--- src/rtl/adder_accumulator.sv ---
// Frame accumulator for ripple-carry adder results: sums COUNT {cout,sum} samples per frame.
// Define ACC_SATURATE_EN to clamp the frame total to all-ones on overflow instead of wrapping.
module adder_accumulator #(
  parameter int WIDTH     = 4,
  parameter int ACC_WIDTH = 8,
  parameter int COUNT     = 4
) (
  input  logic                 clk,
  input  logic                 reset_n,
  input  logic [WIDTH-1:0]     sum_in,
  input  logic                 cout_in,
  input  logic                 in_valid,
  output logic                 in_ready,
  input  logic                 clear,
  output logic [ACC_WIDTH-1:0] out_data,
  output logic                 out_ovf,
  output logic                 out_valid,
  input  logic                 out_ready,
  output logic [7:0]           frame_count
);

  localparam int CNT_W = $clog2(COUNT + 1);
  localparam logic [CNT_W-1:0] CNT_LAST = CNT_W'(COUNT);

  typedef enum logic [1:0] {IDLE, ACCUM, DONE} state_t;

  state_t               state, state_next;
  logic [ACC_WIDTH-1:0] acc, acc_next;
  logic [CNT_W-1:0]     cnt, cnt_next, cnt_inc;
  logic                 ovf, ovf_next;
  logic                 out_valid_next, out_ovf_next;
  logic [ACC_WIDTH-1:0] out_data_next;
  logic [7:0]           frame_count_next;

  logic [ACC_WIDTH-1:0] sample;
  logic [ACC_WIDTH:0]   sum_wide;
  logic [ACC_WIDTH-1:0] acc_add;
  logic                 ovf_add;
  logic                 accept;

  // Ready depends only on registered state, never on out_ready.
  assign in_ready = !out_valid;
  assign accept   = in_valid && in_ready;
  assign sample   = ACC_WIDTH'({cout_in, sum_in});
  assign sum_wide = {1'b0, acc} + {1'b0, sample};
  assign cnt_inc  = cnt + CNT_W'(1);

  always_comb begin
    ovf_add = ovf | sum_wide[ACC_WIDTH];
`ifdef ACC_SATURATE_EN
    acc_add = ovf_add ? '1 : sum_wide[ACC_WIDTH-1:0];
`else
    acc_add = sum_wide[ACC_WIDTH-1:0];
`endif
  end

  always_comb begin
    state_next       = state;
    acc_next         = acc;
    cnt_next         = cnt;
    ovf_next         = ovf;
    out_valid_next   = out_valid;
    out_data_next    = out_data;
    out_ovf_next     = out_ovf;
    frame_count_next = frame_count;
    if (clear) begin
      state_next     = IDLE;
      acc_next       = '0;
      cnt_next       = '0;
      ovf_next       = 1'b0;
      out_valid_next = 1'b0;
    end else begin
      case (state)
        IDLE: begin
          if (accept) begin
            acc_next = sample;
            cnt_next = CNT_W'(1);
            ovf_next = 1'b0;
            if (COUNT == 1) begin
              state_next     = DONE;
              out_valid_next = 1'b1;
              out_data_next  = sample;
              out_ovf_next   = 1'b0;
            end else begin
              state_next = ACCUM;
            end
          end
        end
        ACCUM: begin
          if (accept) begin
            acc_next = acc_add;
            ovf_next = ovf_add;
            cnt_next = cnt_inc;
            if (cnt_inc == CNT_LAST) begin
              state_next     = DONE;
              out_valid_next = 1'b1;
              out_data_next  = acc_add;
              out_ovf_next   = ovf_add;
            end
          end
        end
        DONE: begin
          if (out_ready) begin
            state_next       = IDLE;
            acc_next         = '0;
            cnt_next         = '0;
            ovf_next         = 1'b0;
            out_valid_next   = 1'b0;
            frame_count_next = frame_count + 8'd1;
          end
        end
        default: state_next = IDLE;
      endcase
    end
  end

  always_ff @(posedge clk or negedge reset_n) begin
    if (!reset_n) begin
      state       <= IDLE;
      acc         <= '0;
      cnt         <= '0;
      ovf         <= 1'b0;
      out_valid   <= 1'b0;
      out_data    <= '0;
      out_ovf     <= 1'b0;
      frame_count <= '0;
    end else begin
      state       <= state_next;
      acc         <= acc_next;
      cnt         <= cnt_next;
      ovf         <= ovf_next;
      out_valid   <= out_valid_next;
      out_data    <= out_data_next;
      out_ovf     <= out_ovf_next;
      frame_count <= frame_count_next;
    end
  end

endmodule

--- config.mk ---
export PLATFORM = sky130hd
export DESIGN_NAME = adder_accumulator
export DESIGN_NICKNAME = d
export VERILOG_FILES = /design/src/rtl/adder_accumulator.sv
export SDC_FILE = /design/constraint.sdc
export NUM_CORES = 1
export LEC_CHECK = 0
export ABC_AREA = 1
export CAP_MARGIN = 15
export CORE_ASPECT_RATIO = 1.5
export CORE_MARGIN = 3
export CORE_UTILIZATION = 53
export CTS_CLUSTER_SIZE = 20
export DETAILED_ROUTE_END_ITERATION = 16
export PLACE_DENSITY = 0.76
export SLEW_MARGIN = 20
export SYNTH_ARGS = -nofsm -noshare
export SYNTH_HDL_FRONTEND = slang
export SYNTH_SLANG_ARGS = --single-unit
--- constraint.sdc ---
create_clock -name clk -period 2.3 [get_ports clk]
set_clock_uncertainty 0.1 [all_clocks]
set_input_delay 0.23 -clock clk [delete_from_list [all_inputs] [get_ports clk]]
set_output_delay 0.23 -clock clk [all_outputs]
set_load 0.02 [all_outputs]
---- Yosys cells after proc, flatten, opt, wreduce, memory -nomap -nowiden ----
Cells that the tools add are included.
storage, ports and cells
  memory bits (writable) .................. 0
  latch bits .............................. 0
  input bits .............................. 10
  logic and storage cells ................. 55
  memories ................................ 0
  output and inout bits ................... 19
  bits in registers ....................... 32
  memory bits (read-only) ................. 0
operators by class
  eq/ne operators ......................... 7
  add/sub/neg operators ................... 3
  shifts and indexed selects .............. 0
  muxes and demuxes ....................... 25
  reduce and logical (&&, ||, !) cells .... 10
  order comparisons ....................... 0
  bitwise gates (word level) .............. 2
  div/mod/pow operators ................... 0
  multipliers ............................. 0
operators with widths
  cell                                                  number
  2-to-1 mux 8 bit                                      4
  case mux 8 bit (3 select lines)                       1
  AND reduction 4 bit                                   4
  2-to-1 mux 3 bit                                      4
  != test 3 bit (second input constant)                 4
  2-to-1 mux 2 bit                                      5
  adder 8 x 5 -> 9 bit                                  1
  case mux 3 bit (3 select lines)                       1
  adder 8 x 1 -> 8 bit (second input constant)          1
  2-to-1 mux 1 bit                                      7
  case mux 2 bit (3 select lines)                       1
  nonzero test 4 bit                                    1
  adder 3 x 1 -> 3 bit (second input constant)          1
  equality test 3 bit (second input constant)           1
  case mux 1 bit (3 select lines)                       1
  AND reduction 3 bit                                   1
  nonzero test 3 bit                                    1
  equality test 2 x 1 -> 1 bit (second input constant)  1
  equality test 2 bit (second input constant)           1
  logical NOT 2 bit                                     1
  case mux 1 bit (2 select lines)                       1
  logical AND 1 bit                                     1
  logical NOT 1 bit                                     1
  inverter 1 bit                                        1
  bitwise OR 1 bit                                      1

---- Logic depth before layout (Yosys ltp) ----
Gate-level depths: netlist of run 1.
  word-level depth ........................ 6
  depth in mapped cells ................... 11
  mapped depth without buffers ............ 11

---- Worst setup path before layout of run 1 ----
Ideal clock, no wire load.
  path kind ............................... reg-to-reg
  start point ............................. reg acc[0]
  end point ............................... reg acc[6]
  data required time ...................... 2.084 ns
  cell stages (with the launch flop) ...... 11
  period minus slack after synthesis ...... 1.683 ns
  path slack .............................. 0.617 ns
  library setup time ...................... 0.116 ns
  arrival time ............................ 1.467 ns
  buffers on the path ..................... 0
  cells stage by stage .................... dfrtp_1 ha_1 fa_1 nand2_1 nand3_1 nand3_1 nand2_1 nand2_1 nand2_1 nand2_1 nand2_1
on the way
  word-level cells in the longest chain between the ends .. 4
ends and longest elaborated chain
  element                          RTL line  source
  start, declared                  28        logic [ACC_WIDTH-1:0] acc, acc_next;
  start signal, assigned           129       acc <= acc_next;
  adder 8 x 5 -> 9 bit             45        assign sum_wide = {1'b0, acc} + {1'b0, sample};
  2-to-1 mux 8 bit                 90        if (accept) begin
  case mux 8 bit (3 select lines)  73        case (state)
  2-to-1 mux 8 bit                 66        if (clear) begin
Every way passes these cells. The select of a mux whose other input is x is not followed.
A chain may end at the register's enable or synchronous reset.

---- Final worst setup path of run 1 ----
  start point ............................. reg state[0]
  end point ............................... reg ovf
on the way
  word-level cells in the longest chain between the ends .. 3
  elaborated cells on any way between the ends .. 10
  classes of those cells .................. eq/ne: 5; mux: 2; reduce/logical: 3
ends and longest elaborated chain
  element                                                                   RTL line  source
  start, declared                                                           27        state_t state, state_next;
  start signal, assigned                                                    128       state <= state_next;
  equality test 2 x 1 -> 1 bit (tied with other cells)                      73
  != test 3 bit (no line) (tied with other cells)                           --
  AND reduction 4 bit (no line) / 2-to-1 mux 1 bit (equally long branches)  --
  end signal, assigned                                                      131       ovf <= ovf_next;
  end, declared                                                             30        logic ovf, ovf_next;
Several ways; a longest one is shown, not always the timed one.

==> results of run 1 <==
-- sequential cells by signal (all words and copies together) (netlist names) --
signal / flops
cnt: 3
out_valid: 1
state: 2
ovf: 1
acc: 8
out_ovf: 1
out_data: 8
frame_count: 8
-- cell families (layout without fill, tap and decap cells) --
kind of cell / after synthesis / count (layout)
buffers and inverters: 34 / 70
AOI/OAI and AO/OA: 15 / 15
xor gates and xnor gates: 7 / 7
adders and majority gates: 13 / 13
DFF: 32 / 32
muxes: 1 / 1
and+or+nand+nor: 145 / 145
-- worst max-delay path, delay by kind of cell, from the launching register on --
kind,cells,cell delay [ps]
DFF,1,400
buffers and inverters,3,460
adders and majority gates,1,340
and+or+nand+nor,4,370
AOI/OAI and AO/OA,1,140
-- metal layers --
layer / vias to the layer above / share of wire [%]
li1: 838 / -
met1: 730 / 40
met2: 32 / 53
met3: 7 / 4.0
met4: 0 / 2.3
met5: - / 0
-- cells in the final DEF (no fill, tap or decap), drive strengths merged --
cell type,count
clkinvlp,1
clkdlybuf4s50,28
buf,3
nand3,23
nand4,4
nor2,12
nand2,103
xnor2,6
o21ai,10
ha,12
xor2,1
inv,31
mux2,1
dfrtp,32
nor3,2
fa,1
or2,1
clkinv,1
bufinv,1
clkbuf,5
a21oi,5
-- worst min-delay path by stage --
stage	endpoint	slack (ps)	start
floorplan	acc[0]	-170	reset_n
global placement	frame_count[7]	360	frame_count[7]
detailed placement	out_data[7]	370	out_data[7]
CTS	out_data[2]	250	reset_n
global route	out_data[2]	260	reset_n
finish	out_data[2]	230	reset_n
-- cell type report --
cell class | count | share of cell area, %
flip-flops and latches | 32 | 34.6
repair buffers | 31 | 13.1
well taps | 40 | 2.16
inverters | 31 | 5.03
clock buffers | 5 | 2.97
clock inverters | 3 | 1.84
multi-input cells | 181 | 40.3
-- where the power goes --
part	internal [µW]	switching (µW)	leakage, µW
Clock	320	222	0.0000541
Sequential	652	81.5	0.000436
Combinational	330	572	0.000734
Total	1300	876	0.00122
-- through the flow --
stage          std cells  instance area (µm²)
2_1_floorplan        247                 1870
3_3_place_gp         315                 2200
3_5_place_dp         315                 2200
4_1_cts              323                 2310
5_1_grt              323                 2310
6_report             323                 2310
==> impl_metrics.env, run 1 <==
export IMPL_groute_layer_met2_usage_pct=38.8
export IMPL_regToRegSetupSlack_ps=420
export IMPL_synth_top_area_share_pct=42.7
export IMPL_antenna_violating_nets_remaining=0
export IMPL_worst_path_max_delay_cell="dfrtp_1"
export IMPL_path_max_fanout=11
export IMPL_ys_flop_type="dfrtp_1"
export IMPL_clkTransAtPathRegs_ps=70
export IMPL_die_wd_um=54.6
export IMPL_period_minus_slack_ps=1880
export IMPL_groute_usage_overall_pct=22.1
export IMPL_routedWlPerCell_um=12.0
export IMPL_effective_utilization_at_floorplan_pct=57.1
export IMPL_cts_root_to_sink_buffers=2
export IMPL_placement_rows=25
export IMPL_use_met1_pct=23.1
export IMPL_clock_root_buffer="clkbuf_8"
export IMPL_crit_chain="inv_1 > ha_1 > inv_1 > nand3_1 > nand2_1 > nor2_4 > inv_2 > nand2_1 > a21oi_1"
export IMPL_fin_total_pwr_uw=2180
export IMPL_synth_area_mux_share_pct=0.601
export IMPL_timing_worst_slew_pin_value_ps=404
export IMPL_synthXorXnorAreaFrac_pct=3.27
export IMPL_hpwl_um=2840
export IMPL_final_util_pct=70.5
export IMPL_cts_tree="done"
export IMPL_worstSetupStartpointType="flip-flop"
export IMPL_core_area_um2=3280
export IMPL_io_buffer_count=28
export IMPL_most_frequent_cell_after_synthesis="nand2_1"
export IMPL_grt_setup_unrepaired="false"
export IMPL_globalRouteOverflowTotal=0
export IMPL_flow_area_growth_from_synthesis_pct=23.5
export IMPL_critical_path_startpoint="state[0]"
export IMPL_fillers=299
export IMPL_critPathArrivalTime_ps=2010
export IMPL_globalplace_congestion=0.807
export IMPL_drcViolationCount=0
export IMPL_drt_pass1_iterations=4
export IMPL_cts_hold_buf=0
export IMPL_critical_path_class="flip-flop to flip-flop"
export IMPL_count_of_flip_flops_with_a_built_in_enable_after_synthesis=0
export IMPL_vias_in_the_first_global_route=1639
export IMPL_num_vias=1607
export IMPL_grt_start_max_net_pins=33
export IMPL_final_seq_area_um2=801
export IMPL_critPathRequiredTime_ps=2420
export IMPL_busiest_layer="met2"
export IMPL_synth_compound_area_share_pct=4.01
export IMPL_detailedPlace_worstSlack_ps=176
export IMPL_synth_simple_area_share_pct=32.8
export IMPL_clock_insertion_delay_worst_skew_ps=290
export IMPL_diodes=0
export IMPL_regToRegStartpoint="state[0]"
export IMPL_cts_setup_buffers=0
export IMPL_worst_hold_slack_ps=235
export IMPL_synth_top_family_by_area="simple AND/OR/NAND/NOR gates"
export IMPL_first_pass_grt_wire_length_um=6890
export IMPL_layout_cell_share_with_drive_strength_beyond_1_pct=7.77
export IMPL_max_slew_margin_pct=73.0
export IMPL_worst_r2r_cell_count=9
export IMPL_synth_fa_ha_area_share_pct=9.08
export IMPL_hp_class="primary input to asynchronous set/reset pin"
export IMPL_number_of_synthesized_register_bits=32
export IMPL_pwr_density_cell_nw_per_um2=941
export IMPL_netlist_instances=247
export IMPL_route_final_wire_length_um=3880
export IMPL_largest_area_contributor_in_the_netlist="dfrtp_1"
export IMPL_synth_yosys_warnings=0
export IMPL_finalSetupViolCount=0
export IMPL_ir_worst_vdd_v=0.00100
export IMPL_post_cts_resize_count=0
export IMPL_synth_top_cells_by_count="nand2_1 (102), dfrtp_1 (32), inv_1 (28)"
export IMPL_synth_cell_type_count=25
export IMPL_cts_num_sinks=32
export IMPL_synth_net_count=270
export IMPL_outcome="completed"
export IMPL_post_route_period_util_pct=81.9
export IMPL_number_of_antenna_violations_at_the_first_check_in_global_routing=0
export IMPL_achievable_frequency_ghz=0.531
export IMPL_cts_inserted_buffers=5
export IMPL_multiInputGateArea_um2=933
export IMPL_netlist_top_cells_area="dfrtp_1 (43%), nand2_1 (20%), ha_1 (8.0%)"
export IMPL_final_max_slew_viol_count=0
export IMPL_max_cap_violations=0
export IMPL_num_io_pins=29
export IMPL_post_synthesis_async_set_or_reset_flop_share_pct=100
export IMPL_drt_vias_per_instance=4.98
export IMPL_final_setup_worst_slack_ps=416
export IMPL_post_synth_cell_area_avg_um2=7.59
export IMPL_proportion_of_synthesized_chip_area_in_sequential_cells_pct=42.7
export IMPL_number_of_levels_the_h_tree_was_split_into=2
export IMPL_detailedRoute_firstIterationViolations=24
export IMPL_design_final_nets=305
export IMPL_syn_area_um2=1870
export IMPL_totalNegativeSetupSlack_ps=0
export IMPL_cp_end_kind="flip-flop"
export IMPL_grt_util_met3_pct=5.63
export IMPL_crit_path_max_incr_delay_ps=400
export IMPL_leakagePower_uw=0.00122
export IMPL_die_area_um2=4300
export IMPL_die_height_um=78.8
export IMPL_crit_reg2reg_capture="ovf"
export IMPL_report_final_hold_viol_count=0
export IMPL_critical_path_endpoint="ovf"
(Power assumes the default switching activity.)
==> run 2, diff against run 1 <==
--- a/config.mk
+++ b/config.mk
@@ -9,10 +9,10 @@
 export CAP_MARGIN = 15
 export CORE_ASPECT_RATIO = 1.5
 export CORE_MARGIN = 3
-export CORE_UTILIZATION = 53
+export CORE_UTILIZATION = 48
 export CTS_CLUSTER_SIZE = 20
 export DETAILED_ROUTE_END_ITERATION = 16
-export PLACE_DENSITY = 0.76
+export PLACE_DENSITY = 0.72
 export SLEW_MARGIN = 20
 export SYNTH_ARGS = -nofsm -noshare
 export SYNTH_HDL_FRONTEND = slang
==> constraint.sdc (replaced) <==
create_clock -name clk -period 1.7 [get_ports clk]
set_clock_uncertainty 0.1 [all_clocks]
set_input_delay 0.17 -clock clk [delete_from_list [all_inputs] [get_ports clk]]
set_output_delay 0.17 -clock clk [all_outputs]
set_load 0.02 [all_outputs]
==> run 2 against run 1 <==
  * The run now ends with negative setup slack left
  * Largest power group unchanged
  * Worst setup slack got worse by 420 ps
  * Critical path depth increased by 1
  * Clock-buffer cell count did not move
  * Hold slack got worse by 68 ps
  * Clock power grew 10%
  * Core utilization fell by 1.7 points
  * Register-to-register slack worse by 420 ps
  * Sequential power rose by 36%
==> impl_metrics.env, run 2 (synthesized netlist as in run 1, its figures left out) <==
export IMPL_netSwitchingFraction_pct=41.7
export IMPL_max_cap_violations=0
export IMPL_flow_area_growth_from_synthesis_pct=36.4
export IMPL_grt_start_max_net_pins=33
export IMPL_finalSetupViolCount=1
export IMPL_hpwl_um=3150
export IMPL_drcViolationCount=0
export IMPL_hp_class="primary input to asynchronous set/reset pin"
export IMPL_groute_usage_overall_pct=19.9
export IMPL_critPathRequiredTime_ps=1790
export IMPL_globalplace_congestion=0.879
export IMPL_report_final_hold_viol_count=0
export IMPL_route_final_wire_length_um=4430
export IMPL_worstSetupStartpointType="flip-flop"
export IMPL_power_share_combinational_pct=52.5
export IMPL_die_wd_um=57.0
export IMPL_fillers=312
export IMPL_cts_tree="done"
export IMPL_num_io_pins=29
export IMPL_path_max_fanout=4
export IMPL_io_buffer_count=28
export IMPL_antenna_violating_nets_remaining=0
export IMPL_post_route_period_util_pct=100
export IMPL_multiInputGateArea_um2=1020
export IMPL_achievable_frequency_ghz=0.588
export IMPL_vias_in_the_first_global_route=1706
export IMPL_diodes=0
export IMPL_critical_path_class="flip-flop to flip-flop"
export IMPL_routedWlPerCell_um=12.8
export IMPL_effective_utilization_at_floorplan_pct=50.4
export IMPL_period_minus_slack_ps=1700
export IMPL_cts_num_sinks=32
export IMPL_post_place_cells=335
export IMPL_core_area_um2=3720
export IMPL_drt_pass1_iterations=4
export IMPL_grt_setup_unrepaired="true"
export IMPL_biggestRegsByFlops="acc (8), frame_count (8), out_data (8)"
export IMPL_die_area_um2=4710
export IMPL_fin_total_pwr_uw=3350
export IMPL_netSwitchingPower_uw=1400
export IMPL_final_setup_worst_slack_ps=-2.05
export IMPL_final_max_slew_viol_count=0
export IMPL_critPathArrivalTime_ps=1790
export IMPL_timing_worst_slew_pin_value_ps=410
export IMPL_cp_end_kind="flip-flop"
export IMPL_clock_root_buffer="clkbuf_8"
export IMPL_design_final_nets=326
export IMPL_failing_checks="negative setup slack"
export IMPL_critical_path_startpoint="acc[0]"
export IMPL_die_height_um=82.5
export IMPL_clkTransAtPathRegs_ps=70
export IMPL_finish_cell_count_without_fillers=347
export IMPL_mostFrequentLayoutCells="nand2_1 (98), dfrtp_1 (32), clkdlybuf4s50_1 (28)"
export IMPL_seq_pwr_share_pct=29.7
export IMPL_number_of_levels_the_h_tree_was_split_into=2
export IMPL_placement_rows=27
export IMPL_final_util_pct=68.8
export IMPL_regToRegStartpoint="acc[0]"
export IMPL_cts_inserted_buffers=5
export IMPL_drt_vias_per_instance=5.15
export IMPL_detailedRoute_firstIterationViolations=69
export IMPL_globalRouteOverflowTotal=0
export IMPL_first_pass_grt_wire_length_um=7240
export IMPL_ir_worst_vdd_v=0.00110
export IMPL_clock_insertion_delay_worst_skew_ps=290
export IMPL_final_common_cell="nand2_1"
export IMPL_worst_hold_slack_ps=167
export IMPL_cts_root_to_sink_buffers=2
export IMPL_pwr_density_cell_nw_per_um2=1310
export IMPL_layout_cell_share_with_drive_strength_beyond_1_pct=21.1
export IMPL_max_slew_margin_pct=72.6
export IMPL_internal_power_uw=1950
export IMPL_number_of_antenna_violations_at_the_first_check_in_global_routing=0
export IMPL_num_vias=1788
export IMPL_pwr_share_clk_pct=17.8
export IMPL_outcome="finished with violations"
export IMPL_final_seq_area_um2=801
export IMPL_leakagePower_uw=0.00133
==> run 2: changes by cell type in the layout (fill, tap and decap cells not counted), sizes merged <==
cell      before  now
clkinvlp       1    2
clkinv         1    2
buf            3   23
bufinv         1    0
==> run 2: power by group through the flow <==
stage                     clock network [µW]  registers, µW  logic, µW
after floorplan                            0           1040        833
after global placement                     0           1000       1430
after detailed placement                   0           1000       1440
after CTS                                619            991       1480
after global routing                     645           1010       1940
final                                    598            995       1760
==> run 2: final timing paths <==
| path | slack, ps | endpoint | cells past startpoint |
|---|---|---|---|
| worst max-delay path | -2 | acc[4] | 10 |
| worst min-delay path | 170 | acc[2] | 2 |
| worst max register to register | -2 | acc[4] | 10 |
| worst min register to register | 370 | frame_count[7] | 1 |
| max in group asynchronous | 1020 | acc[5] | 2 |
| min in group clk | 370 | frame_count[7] | 1 |
==> run 2: critical path, stage by stage, from the launching register on <==
cell	delay, ps
dfrtp_1	390
ha_2	190
fa_2	350
nand2_2	80
nand3_4	80
nand2_1	90
nand2_1	70
nand3_1	80
nand2_1	60
nand2_1	70
nand2_1	50
==> run 2: what timing repair did <==
action / 4_1_cts / 5_1_grt
cloned: 0 / 1
pin swaps: 0 / 7
setup buffers: 0 / 3
hold buffers: 0 / 0
resized for setup: 4 / 27
endpoints found under the setup margin: 7 / 21
==> run 2: layout make-up <==
class	count	area share (%)
clock inverter	3	0.930
multi-input combinational	181	39.9
sequential	32	31.3
tap	43	2.10
timing repair buffer	51	18.0
timing repair inverter	1	0.245
inverter	31	4.75
clock buffer	5	2.69
==> run 2: per-layer routing <==
metal,vias to the layer above,wire length (µm),global-route usage (%)
met2,45,2440,39.1
li1,881,-,-
met1,847,1720,19.6
met3,15,145,3.89
met4,0,129,9.74
met5,-,0,0
==> run 2: stage by stage <==
| stage | setup slack, ps | area [µm²] | setup TNS [ps] |
|---|---|---|---|
| after CTS | 9.72 | 2440 | 0 |
| after global placement | -312 | 2330 | -3000 |
| after floorplan | 17.0 | 1870 | 0 |
| final | -2.05 | 2560 | -2.05 |
| after detailed placement | -359 | 2330 | -3500 |
| after global routing | -65.8 | 2560 | -421 |
